===== config.mk =====
export PLATFORM = sky130hd
export DESIGN_NAME = alu_mdu
export DESIGN_NICKNAME = d
export VERILOG_FILES = /design/src/rtl/alu_mdu.sv
export SDC_FILE = /design/constraint.sdc
export NUM_CORES = 1
export LEC_CHECK = 0
export CAP_MARGIN = 20
export CELL_PAD_IN_SITES_DETAIL_PLACEMENT = 0
export CELL_PAD_IN_SITES_GLOBAL_PLACEMENT = 1
export CORE_MARGIN = 1.5
export CORE_UTILIZATION = 43
export DETAILED_ROUTE_END_ITERATION = 8
export PLACE_DENSITY_LB_ADDON = 0.1
export SLEW_MARGIN = 15
export SYNTH_ARGS = -nofsm -noshare
export SYNTH_HDL_FRONTEND = slang
export SYNTH_SLANG_ARGS = --single-unit

===== constraint.sdc =====
create_clock -name clk -period 3.2 [get_ports clk]
set_input_delay 0.64 -clock clk [delete_from_list [all_inputs] [get_ports clk]]
set_output_delay 0.64 -clock clk [all_outputs]
set_load 0.005 [all_outputs]

===== src/rtl/alu_mdu.sv =====
// alu_mdu: single-cycle ALU plus iterative multiply/divide unit behind a
// valid/ready request and result handshake. Multiply is shift-add, divide is
// restoring shift-subtract, one step per clock over WIDTH clocks.
module alu_mdu #(
    parameter int WIDTH = 32,
    parameter int SHW   = $clog2(WIDTH)
) (
    input  logic             clk,
    input  logic             rst_n,
    input  logic             in_valid,
    output logic             in_ready,
    input  logic [3:0]       ALUop,
    input  logic [WIDTH-1:0] ina,
    input  logic [WIDTH-1:0] inb,
    output logic             out_valid,
    input  logic             out_ready,
    output logic [WIDTH-1:0] out,
    output logic             zero,
    output logic             err
);

    localparam int CW = $clog2(WIDTH) + 1;
    localparam logic [CW-1:0] CNT_INIT = CW'(WIDTH);

    localparam logic [3:0] OP_AND   = 4'b0000;
    localparam logic [3:0] OP_OR    = 4'b0001;
    localparam logic [3:0] OP_ADD   = 4'b0010;
    localparam logic [3:0] OP_XOR   = 4'b0011;
    localparam logic [3:0] OP_SLL   = 4'b0100;
    localparam logic [3:0] OP_SRL   = 4'b0101;
    localparam logic [3:0] OP_SUB   = 4'b0110;
    localparam logic [3:0] OP_SLTU  = 4'b0111;
    localparam logic [3:0] OP_SLT   = 4'b1000;
    localparam logic [3:0] OP_SRA   = 4'b1001;
    localparam logic [3:0] OP_MUL   = 4'b1010;
    localparam logic [3:0] OP_MULHU = 4'b1011;
    localparam logic [3:0] OP_DIVU  = 4'b1100;

    typedef enum logic [1:0] {IDLE, BUSY, DONE} state_t;

    state_t           state_reg;
    logic [3:0]       op_reg;
    logic [WIDTH-1:0] a_reg;       // multiplicand
    logic [WIDTH-1:0] b_reg;       // divisor
    logic [WIDTH-1:0] hi_reg;      // product high half / partial remainder
    logic [WIDTH-1:0] lo_reg;      // multiplier -> product low / dividend -> quotient
    logic [CW-1:0]    cnt_reg;
    logic [WIDTH-1:0] out_reg;
    logic             zero_reg;
    logic             err_reg;

    logic [WIDTH-1:0] alu_res;
    logic             alu_err;
    logic             is_iter;
    logic             is_mul_in;
    logic             is_mul_reg;
    logic [WIDTH:0]   mul_sum;
    logic [WIDTH:0]   div_sh;
    logic [WIDTH:0]   div_diff;
    logic             div_ge;
    logic [WIDTH-1:0] hi_step;
    logic [WIDTH-1:0] lo_step;
    logic [WIDTH-1:0] iter_res;

    assign in_ready   = (state_reg == IDLE);
    assign out_valid  = (state_reg == DONE);
    assign out        = out_reg;
    assign zero       = zero_reg;
    assign err        = err_reg;

    assign is_mul_in  = (ALUop[3:1] == 3'b101);
    assign is_iter    = is_mul_in || (ALUop[3:1] == 3'b110);
    assign is_mul_reg = (op_reg[3:1] == 3'b101);

    // Single-cycle result straight from the request inputs; captured on acceptance.
    always_comb begin
        alu_res = '0;
        alu_err = 1'b0;
        case (ALUop)
            OP_AND:  alu_res = ina & inb;
            OP_OR:   alu_res = ina | inb;
            OP_ADD:  alu_res = ina + inb;
            OP_XOR:  alu_res = ina ^ inb;
            OP_SLL:  alu_res = ina << inb[SHW-1:0];
            OP_SRL:  alu_res = ina >> inb[SHW-1:0];
            OP_SUB:  alu_res = ina - inb;
            OP_SLTU: alu_res = {{(WIDTH-1){1'b0}}, (ina < inb)};
            OP_SLT:  alu_res = {{(WIDTH-1){1'b0}}, ($signed(ina) < $signed(inb))};
            OP_SRA:  alu_res = $unsigned($signed(ina) >>> inb[SHW-1:0]);
            4'b1110, 4'b1111: begin
                alu_res = '0;
                alu_err = 1'b1;
            end
            default: alu_res = '0;
        endcase
    end

    // One multiply or divide iteration; divide by zero falls out naturally
    // (every quotient bit sets, remainder shifts in the whole dividend).
    always_comb begin
        mul_sum  = {1'b0, hi_reg} + (lo_reg[0] ? {1'b0, a_reg} : {(WIDTH+1){1'b0}});
        div_sh   = {hi_reg, lo_reg[WIDTH-1]};
        div_diff = div_sh - {1'b0, b_reg};
        div_ge   = (div_sh >= {1'b0, b_reg});
        hi_step  = hi_reg;
        lo_step  = lo_reg;
        if (is_mul_reg) begin
            hi_step = mul_sum[WIDTH:1];
            lo_step = {mul_sum[0], lo_reg[WIDTH-1:1]};
        end else begin
            hi_step = div_ge ? div_diff[WIDTH-1:0] : div_sh[WIDTH-1:0];
            lo_step = {lo_reg[WIDTH-2:0], div_ge};
        end
    end

    // Select which half of the final iteration is the answer.
    always_comb begin
        case (op_reg)
            OP_MUL:   iter_res = lo_step;
            OP_MULHU: iter_res = hi_step;
            OP_DIVU:  iter_res = lo_step;
            default:  iter_res = hi_step;
        endcase
    end

    // Handshake FSM: capture request, iterate, then hold the result until taken.
    always_ff @(posedge clk or negedge rst_n) begin
        if (!rst_n) begin
            state_reg <= IDLE;
            op_reg    <= '0;
            a_reg     <= '0;
            b_reg     <= '0;
            hi_reg    <= '0;
            lo_reg    <= '0;
            cnt_reg   <= '0;
            out_reg   <= '0;
            zero_reg  <= 1'b0;
            err_reg   <= 1'b0;
        end else begin
            case (state_reg)
                IDLE: begin
                    if (in_valid) begin
                        op_reg <= ALUop;
                        a_reg  <= ina;
                        b_reg  <= inb;
                        if (is_iter) begin
                            state_reg <= BUSY;
                            cnt_reg   <= CNT_INIT;
                            hi_reg    <= '0;
                            lo_reg    <= is_mul_in ? inb : ina;
                        end else begin
                            state_reg <= DONE;
                            out_reg   <= alu_res;
                            zero_reg  <= (alu_res == '0);
                            err_reg   <= alu_err;
                        end
                    end
                end
                BUSY: begin
                    hi_reg  <= hi_step;
                    lo_reg  <= lo_step;
                    cnt_reg <= cnt_reg - 1'b1;
                    if (cnt_reg == CW'(1)) begin
                        state_reg <= DONE;
                        out_reg   <= iter_res;
                        zero_reg  <= (iter_res == '0);
                        err_reg   <= 1'b0;
                    end
                end
                DONE: begin
                    if (out_ready) begin
                        state_reg <= IDLE;
                    end
                end
                default: state_reg <= IDLE;
            endcase
        end
    end

endmodule


== Word-level counts from Yosys, hierarchy flattened ==
Cells that the tools add are included.

* Input bits: 72
* Logic and storage cells: 94
* Flip-flop bits (word level): 174
* Output and inout bits: 36

* $lt $le $gt $ge: 3
* Add/subtract/negate cells: 5
* Equality and inequality tests: 24
* Reductions and logical operators: 12
* Bitwise logic cells: 3
* Shift-type cells: 3
* Multiplexer cells: 34

{| class="wikitable"
|+ Operators by type and width
! cell !! count
|-
| $mux 32 || 13
|-
| $pmux 32 s10 || 1
|-
| $pmux 32 s2 || 3
|-
| $logic_not 32->1 || 2
|-
| $lt 32x32->1 || 2
|-
| $sub 32x32->32 || 2
|-
| $add 32x32->33 || 1
|-
| $ge 33x32->1 || 1
|-
| $add 32x32->32 || 1
|-
| $and 32x32->32 || 1
|-
| $or 32x32->32 || 1
|-
| $shl 32x5->32 || 1
|-
| $shr 32x5->32 || 1
|-
| $sshr 32x5->32 || 1
|-
| $xor 32x32->32 || 1
|-
| $eq 4x4->1 const B || 6
|-
| $eq 4x3->1 const B || 4
|-
| $mux 6 || 2
|-
| $pmux 6 s2 || 1
|-
| $eq 3x3->1 const B || 3
|-
| $eq 4x2->1 const B || 2
|-
| $mux 2 || 4
|-
| $mux 1 || 7
|-
| $eq 6x1->1 const B || 1
|-
| 16 further kinds || 22
|}

== Longest topological paths before layout ==
* Depth in word-level cells: 7
* Mapped depth: 19
* Depth with buffers taken out: 16

== Least setup slack after synthesis ==
Ideal clock, no wire load.

* Path kind: in2reg
* Start point: in inb[3]
* End point: reg zero_reg, in the netlist zero
* Data required time: 3.136 ns
* Arrival: 4.574 ns
* Setup time: 0.064 ns
* Slack: -1.438 ns
* Path buffers: 4
* Cell stages on the path: 18
* Cell sequence: inv_1 > buf_1 > clkbuf_1 > buf_1 > ha_1 > clkbuf_1 > nor2b_1 > a211oi_1 > o21ai_0 > and3_1 > a221o_1 > a2111o_1 > nor4_1 > and4_1 > nand4_1 > nor4_2 > a31o_1 > a21o_1

* Word-level cells in the longest chain between the ends: 6
* Elaborated cells on any way between the ends: 15
* Those cells by class: add/sub: 2; order compare: 2; shift: 3; mux: 4; bitwise: 3; reduce/logical: 1

{| class="wikitable"
|+ RTL lines
! what !! line !! source
|-
| start: declaration || 14 || <nowiki>input logic [WIDTH-1:0] inb,</nowiki>
|-
| $sub 32x32->32 (tied with other cells) || 86 || <nowiki>OP_SUB: alu_res = ina - inb;</nowiki>
|-
| $pmux 32 s10 * || 79 || <nowiki>case (ALUop)</nowiki>
|-
| $logic_not 32->1 * || 154 || <nowiki>zero_reg <= (alu_res == '0);</nowiki>
|-
| $mux 1 * || 146 || <nowiki>if (is_iter) begin</nowiki>
|-
| $mux 1 * || 142 || <nowiki>if (in_valid) begin</nowiki>
|-
| $pmux 1 s2 * || 140 || <nowiki>case (state_reg)</nowiki>
|-
| end signal: assignment || 154 ||
|-
| end signal: assignment || 166 || <nowiki>zero_reg <= (iter_res == '0);</nowiki>
|-
| end: declaration || 49 || <nowiki>logic zero_reg;</nowiki>
|}

Every way passes the cells marked *; elsewhere a longest branch is shown, timed or not. The select of a mux whose other input is x is not followed.
A chain may end at the register's enable or synchronous reset.

== Worst setup path in the final report ==
* Start point: in ina[27]
* End point: reg zero_reg, in the netlist zero

* Word-level cells in the longest chain between the ends: 6
* Elaborated cells on any way between the ends: 15
* Those cells by class: add/sub: 2; order compare: 2; shift: 3; mux: 4; bitwise: 3; reduce/logical: 1

{| class="wikitable"
|+ RTL lines
! what !! line !! source
|-
| start: declaration || 13 || <nowiki>input logic [WIDTH-1:0] ina,</nowiki>
|-
| $sub 32x32->32 (tied with other cells) || 86 ||
|-
| $pmux 32 s10 * || 79 ||
|-
| $logic_not 32->1 * || 154 ||
|-
| $mux 1 * || 146 ||
|-
| $mux 1 * || 142 ||
|-
| $pmux 1 s2 * || 140 ||
|}

Marks and branches as above.

==> results.cfg <==
[logic_synthesis]
syn_area_mm2 = 0.0223
synth_edf_count = 0
ys_ff_latch = 174
synth.distinct_cells = 107
synth_top_area_share_pct = 19.5
yosysSeqAreaShare_pct = 19.5
synth_ff_type = dfrtp_1
synth_nets = 3168
syn_inst = 2926
yosys.area.top_type = dfrtp_1
synthTopCellsByArea = dfrtp_1 20%, ha_1 9.3%, nand2_1 6.4%, o21ai_0 6.0%, a21oi_1 4.9%
netlist_top_cells_count = 378 x nand2_1, 268 x o21ai_0, 221 x nor2_1
avgSynthCellArea_um2 = 7.62
async_flop_share_pct = 100
yosysMostFrequentCell = nand2_1
yosysWarnings = 0

[critical_path]
required_ns = 3.61
cpMostUsedCell = nor4_4
critPathTopFamily = compound AO/OA/AOI/OAI gates
end_kind = flop
path_cells = clkdlybuf4s50_1 -> mux4_2 -> a22oi_1 -> o311ai_0 -> and3b_1 -> a211o_1 -> a2111o_1 -> nor4_4 -> buf_4 -> and4_1 -> nand4_1 -> nor4_4 -> a31o_1 -> a21o_1
critPathMaxFanout = 4
max_stage_delay_ns = 0.54
crit_arrival_ns = 4.66
cp-start-kind = primary input
worstPathBufferInverterCount = 2
critPathKind = in2reg
cpMaxStageDelayCell = mux4_2

[clocking]
clkTransAtPathRegs_ns = 0.07
clock-root-buffer = clkbuf_16
h-tree-depth = 4
cts_buffer_depth = 2
cts.sinks = 174
hold_buffers = 0
cts_tree = yes
cts_made_buffers = 17
clkLatencyLatePin_ns = 0.47

[pwr]
p_total_mw = 33.3
power_density_mw_per_mm2 = 903
leakage_nw = 17.0
irDropWorstVdd_mv = 1.04

[timing]
tns_ns = -11.48
grt_setup_unrepaired = yes
layout_setup_ws_ns = -1.05
finClkSkew_ns = 0.00732
max_freq_ghz = 0.235
worst_slew_pin_slew_ns = 1.04
setup_viol = 35
drv_slew = 0
post-route-min-period_ns = 4.25
fin_crit_sh_pct = 133
hold_slack_ns = 0.178
slew-limit-headroom_pct = 30.3
hold_violations = 0

[cells_and_area]
area_growth_pct = 65.3
finish.instance_area_mm2 = 0.0369
layout-drive-gt1-share_pct = 45.6
fin_nets = 4265

[grt]
grtUsageTotal_pct = 45.0
met3_usage_pct = 8.72
grt_pass1_vias = 28900
busiest_layer = met2
grt_overflow = 0
grt_pass1_wl_mm = 180
met1_usage_pct = 58.0
grt_util_met2_pct = 70.0
grt_antenna_before_repair = 4
grt_max_degree = 101

[detailed_routing]
drcViolationCount = 0
first_pass_iters = 9
detail_route.wl_per_cell_um = 26.7
routed_wl_mm = 126
viasPerCell = 6.38
dr_total_vias = 30100
drtAntennaViolNets = 0
drt_iter0_drc = 3856

[status]
violations = negative setup slack
outcome = finished, violations left

[place]
dp_hpwl_mm = 94.9
dpl_cell_area_mm2 = 0.0319
place.gp.congestion = 1.11
portBuffers = 107

[die]
rows = 83
num_io_pins = 108
dieWidth_um = 231
die-area_mm2 = 0.0532
coreArea_mm2 = 0.0513
fp.dieH_um = 231
start_util_pct = 43.5

[run]
drv_cap = 0

[hold_path]
hold_path.class = in2async
placed cells by master (no fill, tap or decap), drive strengths merged, types with 56 or more instances in the layout:
master and instances:
buf 1207, nand2 378, o21ai 277, nor2 222, a21oi 217, dfrtp 174
ha 166, inv 155, mux2i 102, mux2 68, nand3 62, nor3 60
clkdlybuf4s50 56
logic make-up after synthesis:
logic type | Yosys count | share of synthesized area (%)
AO/OA/AOI/OAI | 959 | 28.3
flip-flops | 174 | 19.5
adder cells (fa/ha/maj) | 170 | 9.67
AND/OR/NAND/NOR | 962 | 20.3
buffers and inverters | 383 | 6.88
XOR/XNOR | 60 | 2.36
multiplexers | 218 | 12.9
routing by layer:
layer	routed length, um	vias up
li1	-	13000
met1	48500	14500
met2	54900	2060
met3	12900	493
met4	9390	2
met5	13	-
what timing repair did:
item | CTS | global route
buffers inserted | 88 | 61
pin swaps | 124 | 99
setup endpoints to repair | 62 | 50
resized for setup | 509 | 285
cloned | 4 | 0
where the power goes:
group / switching, mW / internal (mW)
sequential: 0.730 / 3.21
clock: 0.966 / 1.30
combinational: 14.0 / 13.0
path summary, 6_finish.rpt:
kind / start / endpoint / slack, ns / cells after the start
max in group asynchronous: rst_n / b_reg[8] / 2.16 / 2
worst min register to register: out[30] / out[30] / 0.49 / 2
worst max register to register: hi_reg[0] / zero / -0.99 / 16
worst max-delay path: ina[27] / zero / -1.05 / 14
min in group clk: out[30] / out[30] / 0.49 / 2
worst min-delay path: rst_n / out[29] / 0.18 / 1
final cells by class:
| cell class | count | area (um2) |
|---|---|---|
| Clock buffer | 21 | 480 |
| Timing Repair Buffer | 1304 | 10900 |
| Sequential cell | 174 | 4360 |
| Multi-Input combinational cell | 2369 | 19500 |
| Antenna cell | 2 | 5.00 |
| Tap cell | 680 | 851 |
| Inverter | 157 | 628 |
| Fill cell | 4018 | 14400 |
| Clock inverter | 8 | 134 |
metrics by stage:
stage	util [%]	setup slack, ns	std cells
after floorplan	-	-0.646	2926
after global placement	62.2	-2.08	4553
after detailed placement	62.2	-2.17	4553
after CTS	68.8	-0.911	4669
after global routing	71.9	-1.09	4714
final	71.9	-1.05	4715
worst reg2reg max path: cells and delay by family, from the launching register on:
family / cells / cell delay, ns
buffers and inverters: 3 / 0.54
multiplexers: 1 / 0.24
AO/OA/AOI/OAI: 3 / 0.66
flip-flops: 1 / 0.43
adder cells (fa/ha/maj): 1 / 0.31
AND/OR/NAND/NOR: 8 / 1.97
No activity file was read; power rests on OpenSTA's default activity.
